### src/rtl/des_perm_pipe.sv
// des_perm_pipe: pipelined DES IP/FP bit permutation over LANES 64-bit blocks,
// with valid/ready flow control, bubble collapsing and an optional L/R swap
// ahead of FP. The permutation is combinational on the input side and is
// registered into stage 0; later stages only delay the beat.
// PIPE_STAGES is legal from 1 to 4 (occupancy is 3 bits wide).
module des_perm_pipe #(
    parameter int LANES       = 1,
    parameter int PIPE_STAGES = 1,
    parameter int TAG_W       = 4
) (
    input  logic                  clk,
    input  logic                  rst_n,
    input  logic                  clear,
    input  logic                  in_valid,
    output logic                  in_ready,
    input  logic                  in_mode,
    input  logic                  in_swap,
    input  logic [TAG_W-1:0]      in_tag,
    input  logic [64*LANES-1:0]   in_data,
    output logic                  out_valid,
    input  logic                  out_ready,
    output logic                  out_mode,
    output logic [TAG_W-1:0]      out_tag,
    output logic [64*LANES-1:0]   out_data,
    output logic [2:0]            occupancy
);

    localparam int DW   = 64 * LANES;
    localparam int LAST = PIPE_STAGES - 1;

    // Standard DES tables, 1-based source bit numbers with bit 1 = MSB.
    localparam int IP_TAB [64] = '{
        58, 50, 42, 34, 26, 18, 10, 2,
        60, 52, 44, 36, 28, 20, 12, 4,
        62, 54, 46, 38, 30, 22, 14, 6,
        64, 56, 48, 40, 32, 24, 16, 8,
        57, 49, 41, 33, 25, 17,  9, 1,
        59, 51, 43, 35, 27, 19, 11, 3,
        61, 53, 45, 37, 29, 21, 13, 5,
        63, 55, 47, 39, 31, 23, 15, 7
    };
    localparam int FP_TAB [64] = '{
        40, 8, 48, 16, 56, 24, 64, 32,
        39, 7, 47, 15, 55, 23, 63, 31,
        38, 6, 46, 14, 54, 22, 62, 30,
        37, 5, 45, 13, 53, 21, 61, 29,
        36, 4, 44, 12, 52, 20, 60, 28,
        35, 3, 43, 11, 51, 19, 59, 27,
        34, 2, 42, 10, 50, 18, 58, 26,
        33, 1, 41,  9, 49, 17, 57, 25
    };

    logic [DW-1:0]          w_src;
    logic [DW-1:0]          w_ip;
    logic [DW-1:0]          w_fp;
    logic [DW-1:0]          w_perm;
    logic                   w_swap;
    logic [PIPE_STAGES-1:0] w_load;
    logic                   w_in_xfer;
    logic                   w_out_xfer;

    logic [PIPE_STAGES-1:0] r_valid;
    logic [PIPE_STAGES-1:0] r_mode;
    logic [DW-1:0]          r_data [PIPE_STAGES];
    logic [TAG_W-1:0]       r_tag  [PIPE_STAGES];
    logic [2:0]             r_occ;

    // The half swap only matters on the FP path; IP ignores in_swap.
    assign w_swap = in_mode && in_swap;

    genvar gl, gi;
    generate
        for (gl = 0; gl < LANES; gl++) begin : g_lane
            // {L,R} -> {R,L} when swapping, otherwise pass the lane through.
            assign w_src[64*gl +: 64] = w_swap ? {in_data[64*gl +: 32], in_data[64*gl+32 +: 32]}
                                               : in_data[64*gl +: 64];
            for (gi = 0; gi < 64; gi++) begin : g_bit
                // Output DES bit gi+1 sits at vector bit 63-gi; source bit n sits at 64-n.
                assign w_ip[64*gl + 63 - gi] = w_src[64*gl + 64 - IP_TAB[gi]];
                assign w_fp[64*gl + 63 - gi] = w_src[64*gl + 64 - FP_TAB[gi]];
            end
        end
    endgenerate

    assign w_perm = in_mode ? w_fp : w_ip;

    // Walk from the output backwards: a stage may load when it is empty or when
    // something downstream (an empty stage or the consumer) makes room.
    always_comb begin : proc_flow
        logic w_room;
        w_room = out_ready;
        w_load = '0;
        for (int k = LAST; k >= 0; k--) begin
            w_room    = w_room || !r_valid[k];
            w_load[k] = w_room;
        end
    end

    assign in_ready   = w_load[0];
    assign w_in_xfer  = in_valid && w_load[0];
    assign w_out_xfer = r_valid[LAST] && out_ready;

    // Stage valid bits: shift forward on load, flushed entirely by clear.
    always_ff @(posedge clk or negedge rst_n) begin
        if (!rst_n) begin
            r_valid <= '0;
        end else if (clear) begin
            r_valid <= '0;
        end else begin
            if (w_load[0]) begin
                r_valid[0] <= in_valid;
            end
            for (int k = 1; k < PIPE_STAGES; k++) begin
                if (w_load[k]) begin
                    r_valid[k] <= r_valid[k-1];
                end
            end
        end
    end

    // Payload registers: only written when a real beat moves in, so empty
    // stages keep stale contents and a stalled output stays stable.
    always_ff @(posedge clk or negedge rst_n) begin
        if (!rst_n) begin
            r_mode <= '0;
            for (int k = 0; k < PIPE_STAGES; k++) begin
                r_data[k] <= '0;
                r_tag[k]  <= '0;
            end
        end else begin
            if (w_in_xfer) begin
                r_data[0] <= w_perm;
                r_tag[0]  <= in_tag;
                r_mode[0] <= in_mode;
            end
            for (int k = 1; k < PIPE_STAGES; k++) begin
                if (w_load[k] && r_valid[k-1]) begin
                    r_data[k] <= r_data[k-1];
                    r_tag[k]  <= r_tag[k-1];
                    r_mode[k] <= r_mode[k-1];
                end
            end
        end
    end

    // Beat count: simultaneous in and out transfers cancel out.
    always_ff @(posedge clk or negedge rst_n) begin
        if (!rst_n) begin
            r_occ <= '0;
        end else if (clear) begin
            r_occ <= '0;
        end else begin
            r_occ <= r_occ + {2'b00, w_in_xfer} - {2'b00, w_out_xfer};
        end
    end

    assign out_valid = r_valid[LAST];
    assign out_mode  = r_mode[LAST];
    assign out_tag   = r_tag[LAST];
    assign out_data  = r_data[LAST];
    assign occupancy = r_occ;

endmodule

### config.mk
export PLATFORM = sky130hd
export DESIGN_NAME = des_perm_pipe
export DESIGN_NICKNAME = d
export VERILOG_FILES = /design/src/rtl/des_perm_pipe.sv
export SDC_FILE = /design/constraint.sdc
export NUM_CORES = 1
export LEC_CHECK = 0
export BUFFER_PORTS_ARGS = -buffer_cell sky130_fd_sc_hd__buf_2
export CELL_PAD_IN_SITES_DETAIL_PLACEMENT = 1
export CELL_PAD_IN_SITES_GLOBAL_PLACEMENT = 1
export CORE_MARGIN = 5
export CORE_UTILIZATION = 35
export CTS_BUF_LIST = sky130_fd_sc_hd__clkbuf_2 sky130_fd_sc_hd__clkbuf_4 sky130_fd_sc_hd__clkbuf_8
export DETAILED_ROUTE_END_ITERATION = 8
export PLACE_DENSITY = 0.8
export RECOVER_POWER = 25
export SLEW_MARGIN = 5
export SYNTH_ARGS = -nofsm -noshare
export SYNTH_HDL_FRONTEND = slang
export SYNTH_SLANG_ARGS = --single-unit
### constraint.sdc
create_clock -name clk -period 2 [get_ports clk]
set_clock_uncertainty 0.05 [all_clocks]
set_input_delay 0.4 -clock clk [delete_from_list [all_inputs] [get_ports clk]]
set_output_delay 0.4 -clock clk [all_outputs]
set_load 0.05 [all_outputs]
==> results_dict.tcl, run 1 <==
set metrics [dict create \
    outcome "completed" \
    final_antenna_net_count 0 \
    cts.sinks 73 \
    die_y_um 120.6 \
    path_clk_slew_ns 0.07 \
    grt_pass1_wl_mm 19.71 \
    initial_core_util_pct 35.63 \
    clk-insertion-delay-late_ns 0.34 \
    timing.rr.start "out_valid" \
    slowest_delay_ns 0.41 \
    portBuffers 148 \
    drtPass1Iterations 4 \
    synthCells 376 \
    cts_resized 0 \
    place_ws_ns 0.03656 \
    die_w_um 120.6 \
    grt_usage_pct 17.11 \
    cp.depth 9 \
    cts_setup_buffers 0 \
    critPathCapture "occupancy[1]" \
    peakVddDrop_uv 384.3 \
    endpoint_kind "flip-flop" \
    setup_viol 0 \
    power_mw 4.890 \
    tritoncts "yes" \
    syn-cell-area_um2 4279 \
    syn_nets 454 \
    yosysSeqAreaShare_pct 42.69 \
    path_cells "nand2b_2 -> and2_4 -> inv_8 -> ha_4 -> inv_2 -> ha_4 -> inv_2 -> fa_2 -> nor2_1" \
    p_leak_nw 2.678 \
    report.final.slew_viol_count 0 \
    grt_start_max_net_pins 65 \
    dr_total_vias 3357 \
    clockBufferDepth 2 \
    setup_ws_ns 0.1591 \
    cp_num_buf_inv 3 \
    switchingPower_mw 1.992 \
    fmax_mhz 543.2 \
    drive_above_1_share_pct 46.92 \
    min_period_over_period_pct 92.04 \
    hold_viol 0 \
    min_period_ns 1.841 \
    wl_mm 12.10 \
    rows 40 \
    synth_cell_type_count 22 \
    worst_pin_slew_ns 0.9094 \
    p_int_mw 2.898 \
    arrival_ns 2.06 \
    antenna_found_initial 0 \
    r2r-end "occupancy[1]" \
    cp-start-kind "flip-flop" \
    r2r_cells 9 \
    seqPwrFrac_pct 37.8 \
    num_antenna_cells 0 \
    ys_seq_elements 73 \
    slowest_stage "dfrtp_2" \
    cts_buffers 9 \
    final_util_pct 44.50 \
    areaGrowthSynthToFinish_pct 24.91 \
    gr-total-overflow 0 \
    nets 595 \
    routedWlPerCell_um 18.14 \
    cp_top_family "adder cells" \
    critPathKind "reg -> reg" \
    setup_tns_ns 0 \
    p_per_area_nw_per_um2 914.8 \
    drv_cap 0 \
    worstPathRequired_ns 2.22 \
    r2r_slack_ns 0.16 \
    first_iter_violations 112 \
    dieArea_um2 14540 \
    p_sw_share_pct 40.74 \
    core-area_um2 12010 \
    first_global_vias 3722 \
    hold_path_class "in -> reg" \
    gp_congestion 0.8197 \
    grt_setup_unrepaired "false" \
    vias_per_cell 5.033 \
    drc 0 \
    synth.avg_cell_area_um2 11.38 \
    io_pins 149 \
    worst-path-max-fanout 3 \
    pwr-share-clk_pct 21.9 \
    dp_hpwl_mm 9.155 \
    power_frac_comb_pct 40.3 \
    relSlewSlack_pct 39.37 \
    clockRootBuffer "clkbuf_8" \
    yosysWarnings 0 \
    critical_path.startpoint "out_valid" \
    whs_ns 0.2056 \
    cts_htree_levels 3 \
]
layout by cell type (no fill, tap or decap), types with 2 or more instances in the layout:
master | netlist | routed
clkbuf_8 | 0 | 11
buf_2 | 10 | 145
a21oi_1 | 69 | 69
buf_4 | 0 | 4
mux2i_1 | 64 | 64
buf_12 | 4 | 5
nor2_1 | 62 | 62
inv_2 | 1 | 2
dfrtp_1 | 73 | 72
clkbuf_1 | 12 | 2
mux2_2 | 19 | 19
ha_4 | 0 | 2
mux2_4 | 46 | 46
clkbuf_4 | 0 | 3
cells in the mapped netlist (all sizes together):
master	number	area, um^2
mux2i	64	640.6
a21oi	69	345.3
inv	4	15.01
nand2	1	3.750
ha	2	25.02
nor2b	1	6.260
xor2	1	8.760
fa	1	20.02
nor2	62	232.7
nand2b	1	13.76
dfrtp	73	1827
xnor2	1	8.760
buf	17	167.7
clkbuf	12	45.04
and2	2	15.02
mux2	65	904.6
state kept, by name (all words and copies together) (netlist names):
name and cells:
occupancy 3, out_mode 1, out_data 64, out_valid 1
out_tag 4
timing repair:
action	in CTS	in global routing
endpoints found under the hold margin	34	0
setup endpoints to repair	0	0
hold buffers	1	0
area by class of cell:
| type | count | area (um^2) |
|---|---|---|
| fillers | 1373 | 6666 |
| multi-input cells | 270 | 2247 |
| flip-flops and latches | 73 | 1828 |
| repair buffers | 159 | 889.6 |
| well taps | 147 | 183.9 |
| clock buffers | 14 | 173.9 |
| inverters | 4 | 22.52 |
power groups by stage:
stage / clock [mW] / combinational (mW) / sequential [mW]
finish: 1.07 / 1.97 / 1.85
global route: 1.18 / 2.09 / 1.88
CTS: 1.12 / 2.00 / 1.85
detailed placement: 0 / 2.00 / 1.87
global placement: 0 / 1.96 / 1.86
floorplan: 0 / 0.648 / 2.68
layer usage:
| metal | global-route usage, % | wire (um) | vias up | part of all wire [%] |
|---|---|---|---|---|
| li1 | - | - | 1594 | - |
| met1 | 21.64 | 5295 | 1660 | 44 |
| met2 | 28.43 | 5903 | 91 | 49 |
| met3 | 4.022 | 698 | 12 | 5.8 |
| met4 | 6.374 | 200 | 0 | 1.7 |
| met5 | 0 | 0 | - | 0 |
cells by family after synthesis:
logic type | Yosys count | share of synthesized area, %
AO/OA/AOI/OAI | 69 | 8.070
XOR/XNOR | 2 | 0.4094
adder cells (fa/ha/maj) | 3 | 1.053
buffers and inverters | 33 | 5.321
flip-flops | 73 | 42.69
multiplexers | 129 | 36.11
AND/OR/NAND/NOR | 67 | 6.345
how the worst min path moves through the flow:
stage / from / endpoint / slack, ns / depth (start not counted)
finish: clear / out_valid / 0.21 / 2
CTS: clear / out_valid / 0.18 / 2
global route: clear / out_valid / 0.19 / 2
global placement: rst_n / out_data[30] / 0.34 / 1
detailed placement: rst_n / out_data[29] / 0.35 / 1
floorplan: rst_n / occupancy[0] / 0.05 / 0
metrics by stage:
stage / instances / area, um^2
global placement: 652 / 5185
floorplan: 376 / 4329
CTS: 667 / 5369
finish: 667 / 5345
global route: 667 / 5345
detailed placement: 652 / 5185
(Power assumes the default switching activity.)
==> run 2, diff against run 1 <==
- BUFFER_PORTS_ARGS: -buffer_cell sky130_fd_sc_hd__buf_2 -> -buffer_cell sky130_fd_sc_hd__buf_4
==> results_dict.tcl, run 2 (synthesized netlist as in run 1, its figures left out) <==
set metrics [dict create \
    final_cell_mix "buf_4 (153), dfrtp_1 (72), a21oi_1 (69), mux2i_1 (64), nor2_1 (62)" \
    clockRootBuffer "clkbuf_8" \
    worst-path-max-fanout 3 \
    min_path_cells 2 \
    portBuffers 148 \
    cts_resized 0 \
    layout.cells.most_common "buf_4" \
    wl_mm 12.55 \
    cts_htree_levels 3 \
    vias_per_cell 5.079 \
    worst_pin_slew_ns 0.8635 \
    drc 0 \
    peakVddDrop_uv 387.4 \
    final_antenna_net_count 0 \
    clk-insertion-delay-late_ns 0.36 \
    dieArea_um2 14540 \
    path_cells "nand2b_4 -> and2_4 -> inv_8 -> ha_4 -> inv_2 -> ha_4 -> inv_2 -> fa_2 -> nor2_1" \
    setup_ws_ns 0.1563 \
    initial_core_util_pct 35.63 \
    dp_hpwl_mm 9.346 \
    worstPathRequired_ns 2.24 \
    io_pins 149 \
    p_per_area_nw_per_um2 897.7 \
    areaGrowthSynthToFinish_pct 33.83 \
    report.final.slew_viol_count 0 \
    grt_start_max_net_pins 66 \
    first_global_vias 3859 \
    grt_usage_pct 18.08 \
    p_leak_nw 2.828 \
    min_period_ns 1.844 \
    die_w_um 120.6 \
    outcome "completed" \
    tritoncts "yes" \
    cp-start-kind "flip-flop" \
    fin_cells 670 \
    dr_total_vias 3403 \
    cts.sinks 73 \
    num_antenna_cells 0 \
    min_period_over_period_pct 92.19 \
    place_ws_ns 0.02322 \
    endpoint_kind "flip-flop" \
    drive_above_1_share_pct 47.42 \
    gr-total-overflow 0 \
    cp.depth 9 \
    critPathKind "reg -> reg" \
    fillers 1323 \
    hold_viol 0 \
    grt_setup_unrepaired "false" \
    nets 597 \
    setup_viol 0 \
    grt_pass1_wl_mm 20.53 \
    antenna_found_initial 0 \
    clockBufferDepth 2 \
    drtPass1Iterations 4 \
    dp.cells 654 \
    routedWlPerCell_um 18.73 \
    cts_buffers 9 \
    cp_top_family "adder cells" \
    largest_reg_flops 64 \
    cp_num_buf_inv 3 \
    slowest_delay_ns 0.43 \
    path_clk_slew_ns 0.08 \
    relSlewSlack_pct 42.43 \
    gp_congestion 0.8238 \
    drv_cap 0 \
    arrival_ns 2.09 \
    first_iter_violations 163 \
    fmax_mhz 542.4 \
    die_y_um 120.6 \
    hold_path_class "in -> reg" \
    slowest_stage "dfrtp_2" \
    rows 40 \
    core-area_um2 12010 \
    r2r_cells 9 \
]
-- run 2: cell types whose count changed in the layout (fill, tap and decap cells not counted), sizes merged --
cell | before | now
buf | 155 | 158
-- run 2: timing repair --
item                      CTS  global route
hold buffers                1             0
setup buffers               0             0
hold endpoints to repair   33             0
-- run 2: worst paths after layout --
path | startpoint | to | slack (ns)
max reg2reg | out_valid | occupancy[1] | 0.16
max in group asynchronous | rst_n | out_data[38] | 0.39
min in group asynchronous | rst_n | out_data[30] | 0.63
min reg2reg | out_data[55] | out_data[55] | 0.46
min | clear | out_valid | 0.16
max | out_valid | occupancy[1] | 0.16
-- run 2: through the flow --
step	hold slack, ns	setup TNS (ns)	power (mW)	utilization [%]	area, um^2
after floorplan	0.05441	-0.3876	3.331	-	4329
after global placement	0.3348	0	4.020	46.21	5550
after detailed placement	0.3411	0	4.066	46.21	5550
after CTS	0.1274	0	5.223	47.80	5742
after global routing	0.1501	0	5.405	47.68	5727
final	0.1563	0	5.141	47.68	5727
-- run 2: power breakdown --
part,internal [mW],switching (mW)
logic,0.821,1.34
clock network,0.569,0.550
registers,1.71,0.154
-- run 2: layout make-up --
| type | instances | area [um^2] | area share, % |
|---|---|---|---|
| multi-input cells | 270 | 2252 | 39.33 |
| repair buffers | 161 | 1259 | 21.98 |
| clock buffers | 15 | 181.4 | 3.168 |
| flip-flops and latches | 73 | 1828 | 31.92 |
| well taps | 147 | 183.9 | 3.212 |
| inverters | 4 | 22.52 | 0.3933 |
-- run 2: worst register-to-register path: cells and delay by family, from the launching register on --
kind,cells,cell delay [ns]
fa+ha+maj,3,0.81
buf+inv,3,0.12
flops,1,0.43
simple gates,3,0.36
-- run 2: layer usage --
| metal | track usage [%] | up-vias | wire length [um] |
|---|---|---|---|
| met5 | 0 | - | 0 |
| met4 | 7.720 | 0 | 273 |
| met3 | 4.818 | 17 | 761 |
| met2 | 30.28 | 101 | 6144 |
| met1 | 21.91 | 1693 | 5370 |
| li1 | - | 1592 | - |
==> run 3, diff against run 2 <==
- GPL_TIMING_DRIVEN: not set -> 0
==> results_dict.tcl, run 3 (synthesized netlist as in run 1, its figures left out) <==
set metrics [dict create \
    rows 40 \
    clockBufferDepth 2 \
    gp_congestion 0.8330 \
    final_antenna_net_count 0 \
    gr-total-overflow 0 \
    critPathKind "reg -> reg" \
    core-area_um2 12010 \
    wl_mm 14.36 \
    clk-insertion-delay-late_ns 0.36 \
    setup_tns_ns 0 \
    routedWlPerCell_um 20.81 \
    first_global_vias 4006 \
    p_per_area_nw_per_um2 911.2 \
    drc 0 \
    relSlewSlack_pct 33.65 \
    antenna_found_initial 0 \
    endpoint_kind "flip-flop" \
    vias_per_cell 5.181 \
    outcome "completed" \
    initial_core_util_pct 35.63 \
    worst_pin_slew_ns 0.9952 \
    io_pins 149 \
    tritoncts "yes" \
    hold_viol 0 \
    fillers 1335 \
    p_leak_nw 2.887 \
    areaGrowthSynthToFinish_pct 36.49 \
    peakVddDrop_uv 454.8 \
    power_mw 5.322 \
    cts_resized 0 \
    setup_viol 0 \
    cts_htree_levels 3 \
    worstPathRequired_ns 2.21 \
    min_period_over_period_pct 96.73 \
    largest_reg_flops 64 \
    layout.cells.most_common "buf_4" \
    fmax_mhz 516.9 \
    postCtsHoldBufs 0 \
    cts_buffers 9 \
    min_period_ns 1.935 \
    report.final.slew_viol_count 0 \
    die_y_um 120.6 \
    clockRootBuffer "clkbuf_8" \
    grt_usage_pct 20.08 \
    drv_cap 0 \
    arrival_ns 2.14 \
    dp_hpwl_mm 10.83 \
    dieArea_um2 14540 \
    num_antenna_cells 0 \
    hold_path_class "in -> async" \
    worst-path-max-fanout 6 \
    path_clk_slew_ns 0.08 \
    multi_input_area_um2 2252 \
    portBuffers 146 \
    cts.sinks 73 \
    dr_total_vias 3575 \
    grt_start_max_net_pins 74 \
    register_area_um2 1828 \
    cp-start-kind "flip-flop" \
    nets 616 \
    grt_setup_unrepaired "false" \
    drive_above_1_share_pct 47.51 \
    first_iter_violations 143 \
    die_w_um 120.6 \
    final_cell_mix "buf_4 (152), dfrtp_1 (72), a21oi_1 (69), mux2i_1 (64), nor2_1 (62)" \
    grt_pass1_wl_mm 22.53 \
    drtPass1Iterations 4 \
]
[run 3: cell types whose count changed in the layout (fill, tap and decap cells not counted)]
cell | before | now
buf_12 | 4 | 5
buf_2 | 0 | 10
buf_4 | 153 | 152
bufinv_16 | 0 | 1
clkbuf_1 | 1 | 12
clkbuf_2 | 1 | 0
clkbuf_4 | 4 | 2
clkinv_2 | 0 | 2
dlygate4sd3_1 | 1 | 0
[run 3: worst max-delay path, stage by stage, from the launching register on]
cell and delay [ns]:
dfrtp_2 0.43, nand2b_4 0.10, and2_4 0.16, buf_12 0.10
inv_8 0.04, ha_4 0.20, inv_2 0.06, ha_4 0.11
inv_2 0.03, fa_2 0.51, nor2_1 0.04
[run 3: final timing paths]
check,startpoint,endpoint,slack [ns],cells after the start
worst max register to register,out_valid,occupancy[1],0.07,10
min in group clk,clear,out_valid,0.16,2
worst min-delay path,rst_n,out_data[30],0.12,1
max in group asynchronous,rst_n,out_valid,1.08,1
worst min register to register,out_data[63],out_data[63],0.47,1
worst max-delay path,out_valid,occupancy[1],0.07,10
[run 3: repair_timing]
| action | in CTS | in global routing |
|---|---|---|
| endpoints found under the hold margin | 0 | 0 |
| endpoints found under the setup margin | 2 | 2 |
| pin swaps | 1 | 1 |
| setup buffers | 2 | 4 |
[run 3: layer usage]
metal	wire [um]	vias to the layer above	track usage, %
met5	0	-	0
li1	-	1638	-
met1	6182	1805	24.89
met4	267	0	7.295
met2	7085	115	33.99
met3	825	17	4.818
[run 3: per-stage QoR]
step                      hold slack (ns)  setup slack (ns)  utilization, %  std cells  instance area, um^2
after floorplan                   0.05441           -0.2104               -        376                 4329
after global placement             0.4427           -0.2444           46.70        669                 5609
after detailed placement           0.4449           -0.2812           46.70        669                 5609
after CTS                          0.1274           0.01596           48.38        686                 5811
after global routing               0.1406          0.001557           48.63        690                 5841
final                              0.1209           0.06545           48.63        690                 5841
[run 3: where the power goes]
group	leakage [nW]	internal, mW	switching (mW)
logic	1.94	0.836	1.37
clock network	0.110	0.669	0.580
registers	0.836	1.71	0.161
total	2.89	3.21	2.11
[run 3: layout make-up]
cell class                 instances  area share (%)
multi-input combinational        270           38.56
sequential                        73           31.30
timing repair buffer             152           19.54
buffer                            28           3.535
tap                              147           3.149
clock buffer                      13           2.849
clock inverter                     3          0.6855
inverter                           4          0.3856
